[src/rtl/ecall_write_streamer_pkg.sv]
// Shared definitions for the ecall write streamer: data word width and FSM state codes.
package ecall_write_streamer_pkg;

  localparam int unsigned WORD_W = 64;
  localparam int unsigned BYTE_W = 8;

  typedef logic [2:0] state_t;

  localparam state_t ST_IDLE    = 3'd0;
  localparam state_t ST_FETCH   = 3'd1;
  localparam state_t ST_LOAD    = 3'd2;
  localparam state_t ST_PRESENT = 3'd3;
  localparam state_t ST_RELEASE = 3'd4;
  localparam state_t ST_FINISH  = 3'd5;

  function automatic logic state_is_busy(input state_t s);
    return (s == ST_FETCH) || (s == ST_LOAD) || (s == ST_PRESENT) || (s == ST_RELEASE);
  endfunction

endpackage

[src/rtl/ecall_write_streamer_sync_2ff.sv]
// Two-flop synchronizer for inputs arriving asynchronously to clk.
module sync_2ff #(
  parameter int unsigned WIDTH = 1
) (
  input  logic             clk,
  input  logic             rst_n,
  input  logic [WIDTH-1:0] d,
  output logic [WIDTH-1:0] q
);

  logic [WIDTH-1:0] meta;

  always_ff @(posedge clk or negedge rst_n) begin
    if (!rst_n) begin
      meta <= '0;
      q    <= '0;
    end else begin
      meta <= d;
      q    <= meta;
    end
  end

endmodule

[src/rtl/ecall_write_streamer.sv]
// Streams a CPU write-ecall buffer from data memory port B over a 4-phase valid/ack byte link.
// Optional ack timeout is enabled by defining ECALL_STREAM_TIMEOUT_EN.
module ecall_write_streamer
  import ecall_write_streamer_pkg::*;
#(
  parameter int unsigned DM_BITS        = 14,
  parameter int unsigned TIMEOUT_CYCLES = 65535
) (
  input  logic               clk,
  input  logic               rst_n,
  input  logic               start,
  input  logic [WORD_W-1:0]  base_addr,
  input  logic [WORD_W-1:0]  len,
  output logic               done,
  output logic               busy,
  output logic               error,
  output logic               mem_rden,
  output logic [DM_BITS-1:0] mem_addr,
  input  logic [WORD_W-1:0]  mem_q,
  output logic [BYTE_W-1:0]  byte_data,
  output logic               byte_valid,
  input  logic               byte_ack,
  output logic [WORD_W-1:0]  sent_count
);

  if (TIMEOUT_CYCLES == 0 || DM_BITS == 0 || DM_BITS >= WORD_W) begin : g_bad_params
    $error("ecall_write_streamer: invalid DM_BITS or TIMEOUT_CYCLES");
  end

  state_t             state;
  logic [DM_BITS-1:0] base_q;
  logic [DM_BITS-1:0] offset;
  logic [WORD_W-1:0]  len_q;
  logic [WORD_W-1:0]  sent_next;
  logic               ack_s;
  logic               timed_out;
  logic               unused_bits;

  sync_2ff #(.WIDTH(1)) u_ack_sync (
    .clk   (clk),
    .rst_n (rst_n),
    .d     (byte_ack),
    .q     (ack_s)
  );

  assign mem_rden   = (state == ST_FETCH);
  assign mem_addr   = base_q + offset;
  assign byte_valid = (state == ST_PRESENT);
  assign done       = (state == ST_FINISH);
  assign busy       = state_is_busy(state);
  assign sent_next  = sent_count + 64'd1;

  assign unused_bits = ^{base_addr[WORD_W-1:DM_BITS], mem_q[WORD_W-1:BYTE_W]};

`ifdef ECALL_STREAM_TIMEOUT_EN
  logic [31:0] wait_cnt;
  logic        waiting;
  logic        error_q;

  // Counter runs only while the FSM stays in a wait state; any transition clears it.
  assign waiting   = (state == ST_PRESENT && !ack_s) || (state == ST_RELEASE && ack_s);
  assign timed_out = waiting && (wait_cnt == TIMEOUT_CYCLES - 1);
  assign error     = error_q;

  always_ff @(posedge clk or negedge rst_n) begin
    if (!rst_n) begin
      wait_cnt <= '0;
      error_q  <= 1'b0;
    end else begin
      wait_cnt <= waiting ? wait_cnt + 32'd1 : '0;
      if (state == ST_IDLE && start)
        error_q <= 1'b0;
      else if (timed_out)
        error_q <= 1'b1;
    end
  end
`else
  assign timed_out = 1'b0;
  assign error     = 1'b0;
`endif

  always_ff @(posedge clk or negedge rst_n) begin
    if (!rst_n) begin
      state      <= ST_IDLE;
      base_q     <= '0;
      len_q      <= '0;
      offset     <= '0;
      sent_count <= '0;
      byte_data  <= '0;
    end else begin
      case (state)
        ST_IDLE: begin
          if (start) begin
            base_q     <= base_addr[DM_BITS-1:0];
            len_q      <= len;
            offset     <= '0;
            sent_count <= '0;
            state      <= (len == '0) ? ST_FINISH : ST_FETCH;
          end
        end
        ST_FETCH: state <= ST_LOAD;
        ST_LOAD: begin
          byte_data <= mem_q[BYTE_W-1:0];
          state     <= ST_PRESENT;
        end
        ST_PRESENT: begin
          if (ack_s)
            state <= ST_RELEASE;
          else if (timed_out)
            state <= ST_FINISH;
        end
        ST_RELEASE: begin
          if (!ack_s) begin
            offset     <= offset + DM_BITS'(1);
            sent_count <= sent_next;
            state      <= (sent_next == len_q) ? ST_FINISH : ST_FETCH;
          end else if (timed_out) begin
            state <= ST_FINISH;
          end
        end
        ST_FINISH: begin
          if (!start)
            state <= ST_IDLE;
        end
        default: state <= ST_IDLE;
      endcase
    end
  end

endmodule

[config.mk]
export PLATFORM = sky130hd
export DESIGN_NAME = ecall_write_streamer
export DESIGN_NICKNAME = d
export VERILOG_FILES = /design/src/rtl/ecall_write_streamer_pkg.sv /design/src/rtl/ecall_write_streamer_sync_2ff.sv /design/src/rtl/ecall_write_streamer.sv
export SDC_FILE = /design/constraint.sdc
export NUM_CORES = 1
export LEC_CHECK = 0
export ABC_AREA = 1
export BUFFER_PORTS_ARGS = -buffer_cell sky130_fd_sc_hd__buf_2
export CAP_MARGIN = 10
export CORE_MARGIN = 1
export CORE_UTILIZATION = 49
export DETAILED_ROUTE_END_ITERATION = 16
export PLACE_DENSITY = 0.74
export SYNTH_ARGS = -nofsm -noshare
export SYNTH_HDL_FRONTEND = slang
export SYNTH_SLANG_ARGS = --single-unit
[constraint.sdc]
create_clock -name clk -period 2.53 [get_ports clk]
set_input_delay 0.253 -clock clk [delete_from_list [all_inputs] [get_ports clk]]
set_output_delay 0.253 -clock clk [all_outputs]
set_load 0.05 [all_outputs]
==> out/qor.csv, run 1 <==
stage,metric,value,unit
critical_path,CP required,2.28,ns
clock_tree,root buf cell,clkbuf_16,
die,Die Area,0.0226,mm2
clock_tree,H-tree depth,4,
sta,RSZ-0062 raised after global routing,true,
worst_hold_path,min-delay src,base_addr[5],
route,final wirelength,40.0,mm
critical_path,reg2reg setup slack,-0.09,ns
die,Core ar.,0.0213,mm2
final_layout,share of cells above drive strength 1,27.5,%
sta,FMAX,341,MHz
logic_synthesis,#FFs+latches synth,169,
pwr,Leak Pwr,7.35,nW
clock_tree,TritonCTS Buffers,17,
placement,dpl cells,2193,
critical_path,Worst EP arrival,2.68,ns
sta,final setup margin,-0.402,ns
logic_synthesis,"Avg Cell Area, Syn",6.75,um2
clock_tree,Max Buffers Root-to-Sink,2,
route,vias per inst,5.46,
grt,number of global-route vias before repair,11600,
pwr,VDD IR max,0.873,mV
sta,fin crit share,116,%
sta,setup TNS,-1.68,ns
sta,Slew @ Worst Pin,0.834,ns
logic_synthesis,library cells used by synthesis,37,
sta,final setup vio count,9,
final_layout,fin nets,2188,
route,ANT nets after route,0,
logic_synthesis,Syn Nets,1809,
sta,Setup Skew,0.0117,ns
flow_run,MaxCap Viol Count,0,
sta,Final Hold Vio Count,0,
critical_path,crit path capture type,output pin,
grt,largest net degree at the start of global routing,66,
placement,pre-CTS setup slack,-0.212,ns
grt,gr ovfl total,0,
logic_synthesis,sequential share of the synthesized area,39.2,%
route,Vias,12400,
placement,final estimated routing congestion in global placement,0.982,
logic_synthesis,Mapped Area,0.0108,mm2
pwr,P per Cell Area,804,mW/mm2
critical_path,reg2reg start,sent_count[0],
clock_tree,Clock Sinks,169,
worst_hold_path,Hold Path End,base_q[5],
die,row count,53,
critical_path,Crit Path Category,reg2out,
run_status,status,"complete, but fails checks",
worst_hold_path,Tightest Hold Check Type,in2reg,
final_layout,fin cells,2264,
logic_synthesis,Post-Synthesis Cells,1597,
route,drt initial violations,1060,
placement,port buffer count,179,
critical_path,R2R cell count,21,
final_layout,Syn-to-layout area delta,36.5,%
route,WL/cell,17.7,um
route,first-pass detailed-route iteration total,5,
sta,Max Slew Vio Count,0,
placement,dpl hpwl,29.4,mm
sta,Final min period,2.93,ns
clock_tree,CTS tree,built,
final_layout,n_diodes,0,
pwr,overall power,11.8,mW
grt,first-pass GRT wire length,60.6,mm
clock_tree,"CTS clk-pin slew, worst paths",0.08,ns
worst_hold_path,hold path depth,3,
die,die height,150,um
critical_path,R2R Path End,state[2],
clock_tree,Clock Latency Late Sink,0.44,ns
logic_synthesis,yosys warns,0,
die,IO Pins,287,
critical_path,critical-path maximum fanout,3,
grt,initial antenna violation count,0,
sta,Slew headroom,44.4,%
critical_path,Worst setup SP type,register,
grt,GRT Overall Usage,35.4,%
die,Starting Density,50.7,%
final_layout,Fill cells,1794,
die,Die Wd,150,um
route,Residual DRC,0,
run_status,failing checks,setup timing,
[per-layer routing]
metal  share of wire, %  vias to the layer above  track usage (%)
met2                 47                      542             58.4
met5                  0                        -                0
met4                3.2                        0             11.7
met3                7.7                       94             6.21
li1                   -                     5894                -
met1                 42                     5828             46.7
[cells by family after synthesis]
kind of cell / after synthesis / synth area share [%]
xor+xnor: 32 / 3.24
compound gates: 176 / 8.92
mux: 8 / 0.835
fa+ha+maj: 16 / 1.93
other cells: 1 / 0.0348
simple gates: 967 / 37.7
flops: 169 / 39.2
buf+inv: 228 / 8.17
[critical path, cell delays in order (launching register included)]
cell	delay [ns]
dfrtp_1	0.41
ha_4	0.26
a21oi_2	0.16
nand2_2	0.09
a21boi_2	0.19
o21ai_2	0.09
a21boi_2	0.21
o21ai_2	0.11
nand2_1	0.10
inv_2	0.05
o21ai_2	0.15
nand2_2	0.11
xnor2_4	0.14
buf_6	0.17
[worst max-delay path by stage]
stage	from	to	slack, ns	cells past startpoint
CTS	base_q[0]	mem_addr[12]	-0.37	13
global route	offset[3]	mem_addr[12]	-0.52	12
finish	base_q[2]	mem_addr[13]	-0.40	13
global placement	offset[0]	mem_addr[12]	-0.21	14
detailed placement	offset[0]	mem_addr[12]	-0.21	14
floorplan	offset[0]	mem_addr[12]	-0.15	12
[synthesized netlist by cell type]
cell type  instances  area (um2)
buf_1              5        18.8
mux2_2             8        90.1
conb_1             1        3.75
nor4_1            15        93.8
xor2_1            17         149
nor3_1             8        40.0
buf_2              2        10.0
nand2_4            1        11.3
xnor3_1            5         113
nand2_2            5        31.3
a21oi_1           21         105
nand3b_1          16         120
ha_1              15         188
nor2_1           169         634
inv_1            191         717
or2_2              1        6.26
o21bai_1           1        7.51
o22ai_1           53         332
a21boi_0           3        22.5
clkbuf_1          24        90.1
dfrtp_1          169        4230
nand3_1          127         636
o21ai_1            3        15.0
a211oi_1           1        7.51
o21a_1             1        7.51
nor2_2             4        25.0
nor2_4             9         101
buf_6              2        22.5
inv_2              1        3.75
and2_1             1        6.26
buf_4              2        15.0
nand4_1           25         156
clkinv_1           1        3.75
nand2_1          586        2200
xnor2_1           10        87.6
o21ai_0           93         465
fa_1               1        20.0
[what timing repair did]
item	in CTS	in global routing
endpoints found under the hold margin	54	0
hold buffers	3	0
gates resized for setup	66	75
cloned	2	0
pin swaps	43	60
setup endpoints to repair	8	14
buffers inserted	27	21
[flip-flops by register name, indices dropped and copies added, names as in the netlist]
| name | count |
|---|---|
| offset | 14 |
| len_q | 64 |
| u_ack_sync.meta | 1 |
| base_q | 14 |
| sent_count | 64 |
| u_ack_sync.q | 1 |
| state | 3 |
| byte_data | 8 |
[final cells by class]
| type | count | area, um2 | share of cell area (%) |
|---|---|---|---|
| Multi-Input combinational cell | 1200 | 6090 | 41.4 |
| Clock buffer | 19 | 433 | 2.94 |
| Tap cell | 275 | 344 | 2.34 |
| Clock inverter | 13 | 155 | 1.05 |
| Inverter | 193 | 732 | 4.97 |
| Timing Repair Buffer | 395 | 2730 | 18.6 |
| Sequential cell | 169 | 4230 | 28.7 |
[power breakdown]
part | internal [mW] | total, mW | switching [mW]
Sequential | 3.45 | 3.98 | 0.535
Clock | 1.49 | 2.68 | 1.20
Combinational | 1.80 | 5.17 | 3.36
[metrics by stage]
step / util [%] / hold WS (ns) / area (um2)
floorplan: - / -0.0426 / 10800
global placement: 62.7 / 0.253 / 13300
detailed placement: 62.7 / 0.256 / 13300
CTS: 67.8 / 0.00424 / 14400
global route: 69.2 / 0.0118 / 14700
finish: 69.2 / 0.00761 / 14700
[layout by cell type (no fill, tap or decap), drive strengths merged, types with 2 or more instances in the layout]
master / n
clkinvlp: 2
nand3b: 16
nor4: 15
nand2: 592
o21ai: 96
nand4: 25
dfrtp: 169
dlygate4sd3: 3
xnor2: 10
clkbuf: 19
a21boi: 3
mux2: 8
nand3: 127
buf: 392
clkinv: 3
bufinv: 2
ha: 15
xnor3: 5
nor2: 182
o22ai: 53
inv: 199
nor3: 8
a21oi: 21
xor2: 17
Power figures use the tool's default switching activity.
==> inputs of run 2 (changes only) <==
--- a/config.mk
+++ b/config.mk
@@ -10,6 +10,7 @@
 export CAP_MARGIN = 10
 export CORE_MARGIN = 1
 export CORE_UTILIZATION = 49
+export CTS_BUF_LIST = sky130_fd_sc_hd__clkbuf_16
 export DETAILED_ROUTE_END_ITERATION = 16
 export PLACE_DENSITY = 0.74
 export SYNTH_ARGS = -nofsm -noshare
==> run 2 against run 1 <==
  * The flow still finishes with violations (setup timing)
  * Final cell count stayed put
  * Die area stayed put
  * Sequential power hardly changed
  * Wire length hardly changed
  * Critical path type unchanged
  * Total power hardly changed
  * Combinational power hardly changed
  * Via count hardly changed
  * Largest cell class unchanged
  * Highest routed layer unchanged
  * Fmax hardly changed
  * Count of clock-buffer cells in the layout is 2 lower
  * Global-route usage stayed put
==> out/qor.csv, run 2 (synthesis gave the netlist of run 1 again) <==
stage,metric,value,unit
clock_tree,H-tree depth,4,
die,Die Area,0.0226,mm2
critical_path,reg2reg setup slack,-0.09,ns
route,first-pass detailed-route iteration total,5,
critical_path,Worst setup SP type,register,
critical_path,R2R cell count,21,
final_layout,n_diodes,0,
pwr,overall power,11.8,mW
route,Vias,12400,
sta,Setup Skew,0.0115,ns
clock_tree,Clock Sinks,169,
die,row count,53,
run_status,status,"complete, but fails checks",
critical_path,Setup crit end,mem_addr[13],
die,die height,150,um
die,Core ar.,0.0213,mm2
clock_tree,"CTS clk-pin slew, worst paths",0.08,ns
pwr,VDD IR max,0.873,mV
critical_path,CP required,2.28,ns
clock_tree,root buf cell,clkbuf_16,
sta,RSZ-0062 raised after global routing,true,
critical_path,critical-path maximum fanout,3,
final_layout,Syn-to-layout area delta,36.5,%
final_layout,fin nets,2188,
final_layout,share of cells above drive strength 1,27.5,%
sta,Slew headroom,44.3,%
run_status,failing checks,setup timing,
sta,Final Hold Vio Count,0,
route,WL/cell,17.7,um
final_layout,leading registers by flop count,"len_q x64, sent_count x64",
sta,Fin Hold WS,0.00755,ns
route,ANT nets after route,0,
route,DR top layer,met4,
final_layout,Fill cells,1794,
grt,gr ovfl total,0,
critical_path,R2R Path End,state[2],
clock_tree,CTS tree,built,
grt,GRT Overall Usage,35.4,%
route,final wirelength,40.0,mm
grt,initial antenna violation count,0,
die,Die Wd,150,um
critical_path,Critical Path Start,base_q[2],
placement,final estimated routing congestion in global placement,0.982,
grt,first-pass GRT wire length,60.6,mm
sta,Max Slew Vio Count,0,
route,met1 WL,16.6,mm
sta,Slew @ Worst Pin,0.836,ns
route,met2 wire len,18.9,mm
grt,largest net degree at the start of global routing,66,
clock_tree,Clock Latency Late Sink,0.44,ns
route,met3 wire length,3.23,mm
critical_path,Crit Path Category,reg2out,
route,vias per inst,5.46,
sta,final setup vio count,9,
worst_hold_path,Tightest Hold Check Type,in2reg,
final_layout,final core utilization,69.2,%
critical_path,reg2reg start,sent_count[0],
critical_path,crit path capture type,output pin,
grt,number of global-route vias before repair,11600,
critical_path,Worst EP arrival,2.68,ns
final_layout,most frequent cells in the layout,"nand2_1 (559), buf_4 (195), inv_1 (189)",
placement,dpl hpwl,29.4,mm
route,Residual DRC,0,
clock_tree,Max Buffers Root-to-Sink,2,
route,drt initial violations,1057,
sta,fin crit share,116,%
pwr,P per Cell Area,803,mW/mm2
sta,final setup margin,-0.400,ns
die,IO Pins,287,
pwr,Leak Pwr,7.35,nW
sta,FMAX,341,MHz
flow_run,MaxCap Viol Count,0,
die,Starting Density,50.7,%
sta,Final min period,2.93,ns
final_layout,"commonest non-fill, non-tap cell in the layout",nand2_1,
clock_tree,TritonCTS Buffers,17,
placement,port buffer count,179,
==> run 2: metal layers <==
metal | track usage, % | vias up
met2 | 58.4 | 555
met1 | 46.7 | 5815
li1 | - | 5895
met3 | 6.21 | 94
met4 | 11.7 | 0
met5 | 0 | -
==> run 2: what timing repair did <==
action / 4_1_cts / 5_1_grt
endpoints found under the setup margin: 8 / 14
endpoints found under the hold margin: 54 / 0
pin swaps: 43 / 60
hold buffers: 3 / 0
gates cloned: 2 / 0
gates resized for setup: 66 / 75
buffers inserted: 27 / 21
==> run 2: how the worst min path moves through the flow <==
| stage | startpoint | end | slack [ns] | depth (start not counted) |
|---|---|---|---|---|
| floorplan | rst_n | base_q[0] | -0.04 | 0 |
| detailed placement | rst_n | sent_count[20] | 0.26 | 1 |
| global placement | rst_n | sent_count[20] | 0.25 | 1 |
| global route | base_addr[4] | base_q[4] | 0.01 | 3 |
| finish | base_addr[5] | base_q[5] | 0.008 | 3 |
| CTS | base_addr[7] | base_q[7] | 0.004 | 3 |
==> run 2: cell type report <==
cell class / count / area [um2] / area share (%)
inverter: 193 / 732 / 4.97
timing repair buffer: 395 / 2730 / 18.6
tap: 275 / 344 / 2.34
multi-input combinational: 1200 / 6090 / 41.4
clock inverter: 15 / 163 / 1.10
clock buffer: 17 / 425 / 2.89
sequential: 169 / 4230 / 28.7
==> run 2: metrics by stage <==
step	TNS, ns	setup WS (ns)	instances	area (um2)
floorplan	-0.288	-0.155	1597	10800
global route	-2.43	-0.521	2264	14700
global placement	-0.395	-0.208	2193	13300
finish	-1.67	-0.400	2264	14700
CTS	-1.47	-0.368	2254	14400
detailed placement	-0.598	-0.212	2193	13300
==> run 2: report_power, final <==
| group | switching (mW) | internal, mW | total [mW] |
|---|---|---|---|
| clock | 1.20 | 1.48 | 2.68 |
| combinational | 3.36 | 1.80 | 5.17 |
| sequential | 0.535 | 3.45 | 3.98 |
| total | 5.10 | 6.73 | 11.8 |
==> run 2: critical path: stages (launching register included) <==
cell      delay, ns
dfrtp_1        0.41
ha_4           0.26
a21oi_2        0.16
nand2_2        0.09
a21boi_2       0.18
o21ai_2        0.09
a21boi_2       0.21
o21ai_2        0.11
nand2_1        0.10
inv_2          0.05
o21ai_2        0.15
nand2_2        0.11
xnor2_4        0.14
buf_6          0.17
==> inputs of run 3 (changes only) <==
--- a/config.mk
+++ b/config.mk
@@ -8,8 +8,10 @@
 export ABC_AREA = 1
 export BUFFER_PORTS_ARGS = -buffer_cell sky130_fd_sc_hd__buf_2
 export CAP_MARGIN = 10
+export CELL_PAD_IN_SITES_DETAIL_PLACEMENT = 0
+export CELL_PAD_IN_SITES_GLOBAL_PLACEMENT = 1
 export CORE_MARGIN = 1
-export CORE_UTILIZATION = 49
+export CORE_UTILIZATION = 34
 export CTS_BUF_LIST = sky130_fd_sc_hd__clkbuf_16
 export DETAILED_ROUTE_END_ITERATION = 16
 export PLACE_DENSITY = 0.74
==> run 3 against run 2 <==
  * The flow still finishes with violations (setup timing)
  * Wire length grew 3.8%
  * Critical path depth is the same
  * Clock power grew 4%
  * Sequential power is essentially flat
  * Sequential cell count is the same
  * Critical path type unchanged
  * Critical endpoint is now mem_addr[12]
  * Largest cell class unchanged
  * Largest power group unchanged
  * Highest routed layer is now met5
==> out/qor.csv, run 3 (synthesis gave the netlist of run 1 again) <==
stage,metric,value,unit
run_status,status,"complete, but fails checks",
run_status,failing checks,setup timing,
sta,final setup vio count,5,
die,Die Area,0.0324,mm2
sta,setup TNS,-1.41,ns
critical_path,critical-path maximum fanout,2,
final_layout,Final Cell Area,0.0151,mm2
clock_tree,Clock Latency Late Sink,0.46,ns
clock_tree,Max Buffers Root-to-Sink,2,
final_layout,n_diodes,0,
die,IO Pins,287,
critical_path,Crit Path Category,reg2out,
clock_tree,Clock Sinks,169,
pwr,Reg power frac,33.2,%
pwr,Sw Ratio,44.1,%
grt,gr ovfl total,0,
die,Core ar.,0.0309,mm2
sta,Max Slew Vio Count,0,
pwr,Clock power frac,23.5,%
die,Die Wd,180,um
route,first-pass detailed-route iteration total,5,
final_layout,Syn-to-layout area delta,40.3,%
placement,pre-CTS setup slack,-0.300,ns
clock_tree,"CTS clk-pin slew, worst paths",0.07,ns
critical_path,crit path capture type,output pin,
critical_path,CP required,2.28,ns
final_layout,"commonest non-fill, non-tap cell in the layout",nand2_1,
pwr,Comb pwr share,43.3,%
final_layout,final core utilization,49.0,%
sta,Slew @ Worst Pin,0.860,ns
pwr,P per Cell Area,787,mW/mm2
placement,area post-placement,0.0139,mm2
placement,dpl cells,2364,
route,drt initial violations,836,
sta,RSZ-0062 raised after global routing,true,
placement,dpl hpwl,32.0,mm
pwr,P_int,6.66,mW
route,ANT nets after route,0,
die,die height,180,um
final_layout,fin cells,2436,
placement,port buffer count,179,
clock_tree,H-tree depth,4,
route,final wirelength,41.5,mm
route,Vias,12000,
sta,fin crit share,116,%
pwr,Leak Pwr,7.54,nW
clock_tree,root buf cell,clkbuf_16,
final_layout,share of cells above drive strength 1,26.9,%
sta,Setup Skew,0.0202,ns
final_layout,fin nets,2239,
critical_path,Worst setup SP type,register,
pwr,VDD IR max,0.675,mV
die,Starting Density,34.9,%
pwr,overall power,11.9,mW
grt,largest net degree at the start of global routing,100,
grt,number of global-route vias before repair,11700,
final_layout,most frequent cells in the layout,"nand2_1 (571), buf_4 (239), inv_1 (188)",
sta,Final min period,2.94,ns
sta,FMAX,340,MHz
clock_tree,CTS tree,built,
grt,GRT Overall Usage,25.9,%
sta,Final Hold Vio Count,0,
final_layout,leading registers by flop count,"len_q x64, sent_count x64",
sta,Fin Hold WS,0.0126,ns
critical_path,Worst EP arrival,2.69,ns
grt,initial antenna violation count,2,
route,Residual DRC,0,
sta,Slew headroom,42.7,%
grt,first-pass GRT wire length,64.2,mm
worst_hold_path,Tightest Hold Check Type,in2reg,
clock_tree,TritonCTS Buffers,17,
route,vias per inst,4.95,
pwr,Switch Pwr,5.25,mW
die,row count,64,
route,WL/cell,17.1,um
flow_run,MaxCap Viol Count,0,
sta,final setup margin,-0.412,ns
placement,final estimated routing congestion in global placement,0.949,
==> run 3: routing by layer <==
layer  wire (um)  GRT usage (%)
met5          22              0
met4         932           7.59
met3        2400           5.36
met2       19300           43.0
met1       18900           33.9
==> run 3: area by class of cell <==
cell class              instances  area [um2]
fillers                      3201       15800
repair buffers                446        3080
flip-flops and latches        169        4230
inverters                     193         726
clock buffers                  17         425
multi-input cells            1200        5990
clock inverters                15         185
well taps                     396         495
==> run 3: critical path: stages (launching register included) <==
cell and delay, ns:
dfrtp_1 0.36, ha_2 0.19, inv_2 0.04, fa_2 0.34, o21ai_2 0.19, a21oi_2 0.07
o21bai_1 0.17, a21boi_1 0.12, o21ai_1 0.21, nand2_1 0.09, nand2_2 0.08, a21oi_4 0.07
xnor2_4 0.14, buf_6 0.17
==> run 3: what timing repair did <==
item                       CTS  global route
setup buffers               14             7
pin swaps                   22            29
resized for setup           55            34
setup endpoints to repair    9            14
hold buffers                21             0
hold endpoints to repair    73             0
==> run 3: power by group through the flow <==
stage	logic, mW	registers [mW]	clock network [mW]
after CTS	5.08	3.96	2.85
after global placement	4.75	3.98	0
after global routing	5.68	4.04	2.94
after floorplan	3.01	4.23	0
final	5.16	3.96	2.80
after detailed placement	4.82	3.99	0
==> run 3: final timing paths <==
path,start,endpoint,slack (ns),cells past startpoint
max reg2reg,sent_count[1],state[2],0.01,18
min,len[61],len_q[61],0.01,3
min in group asynchronous,rst_n,sent_count[24],0.33,2
min reg2reg,u_ack_sync.meta,u_ack_sync.q,0.36,0
max,base_q[0],mem_addr[12],-0.41,13
max in group asynchronous,rst_n,len_q[23],1.37,3
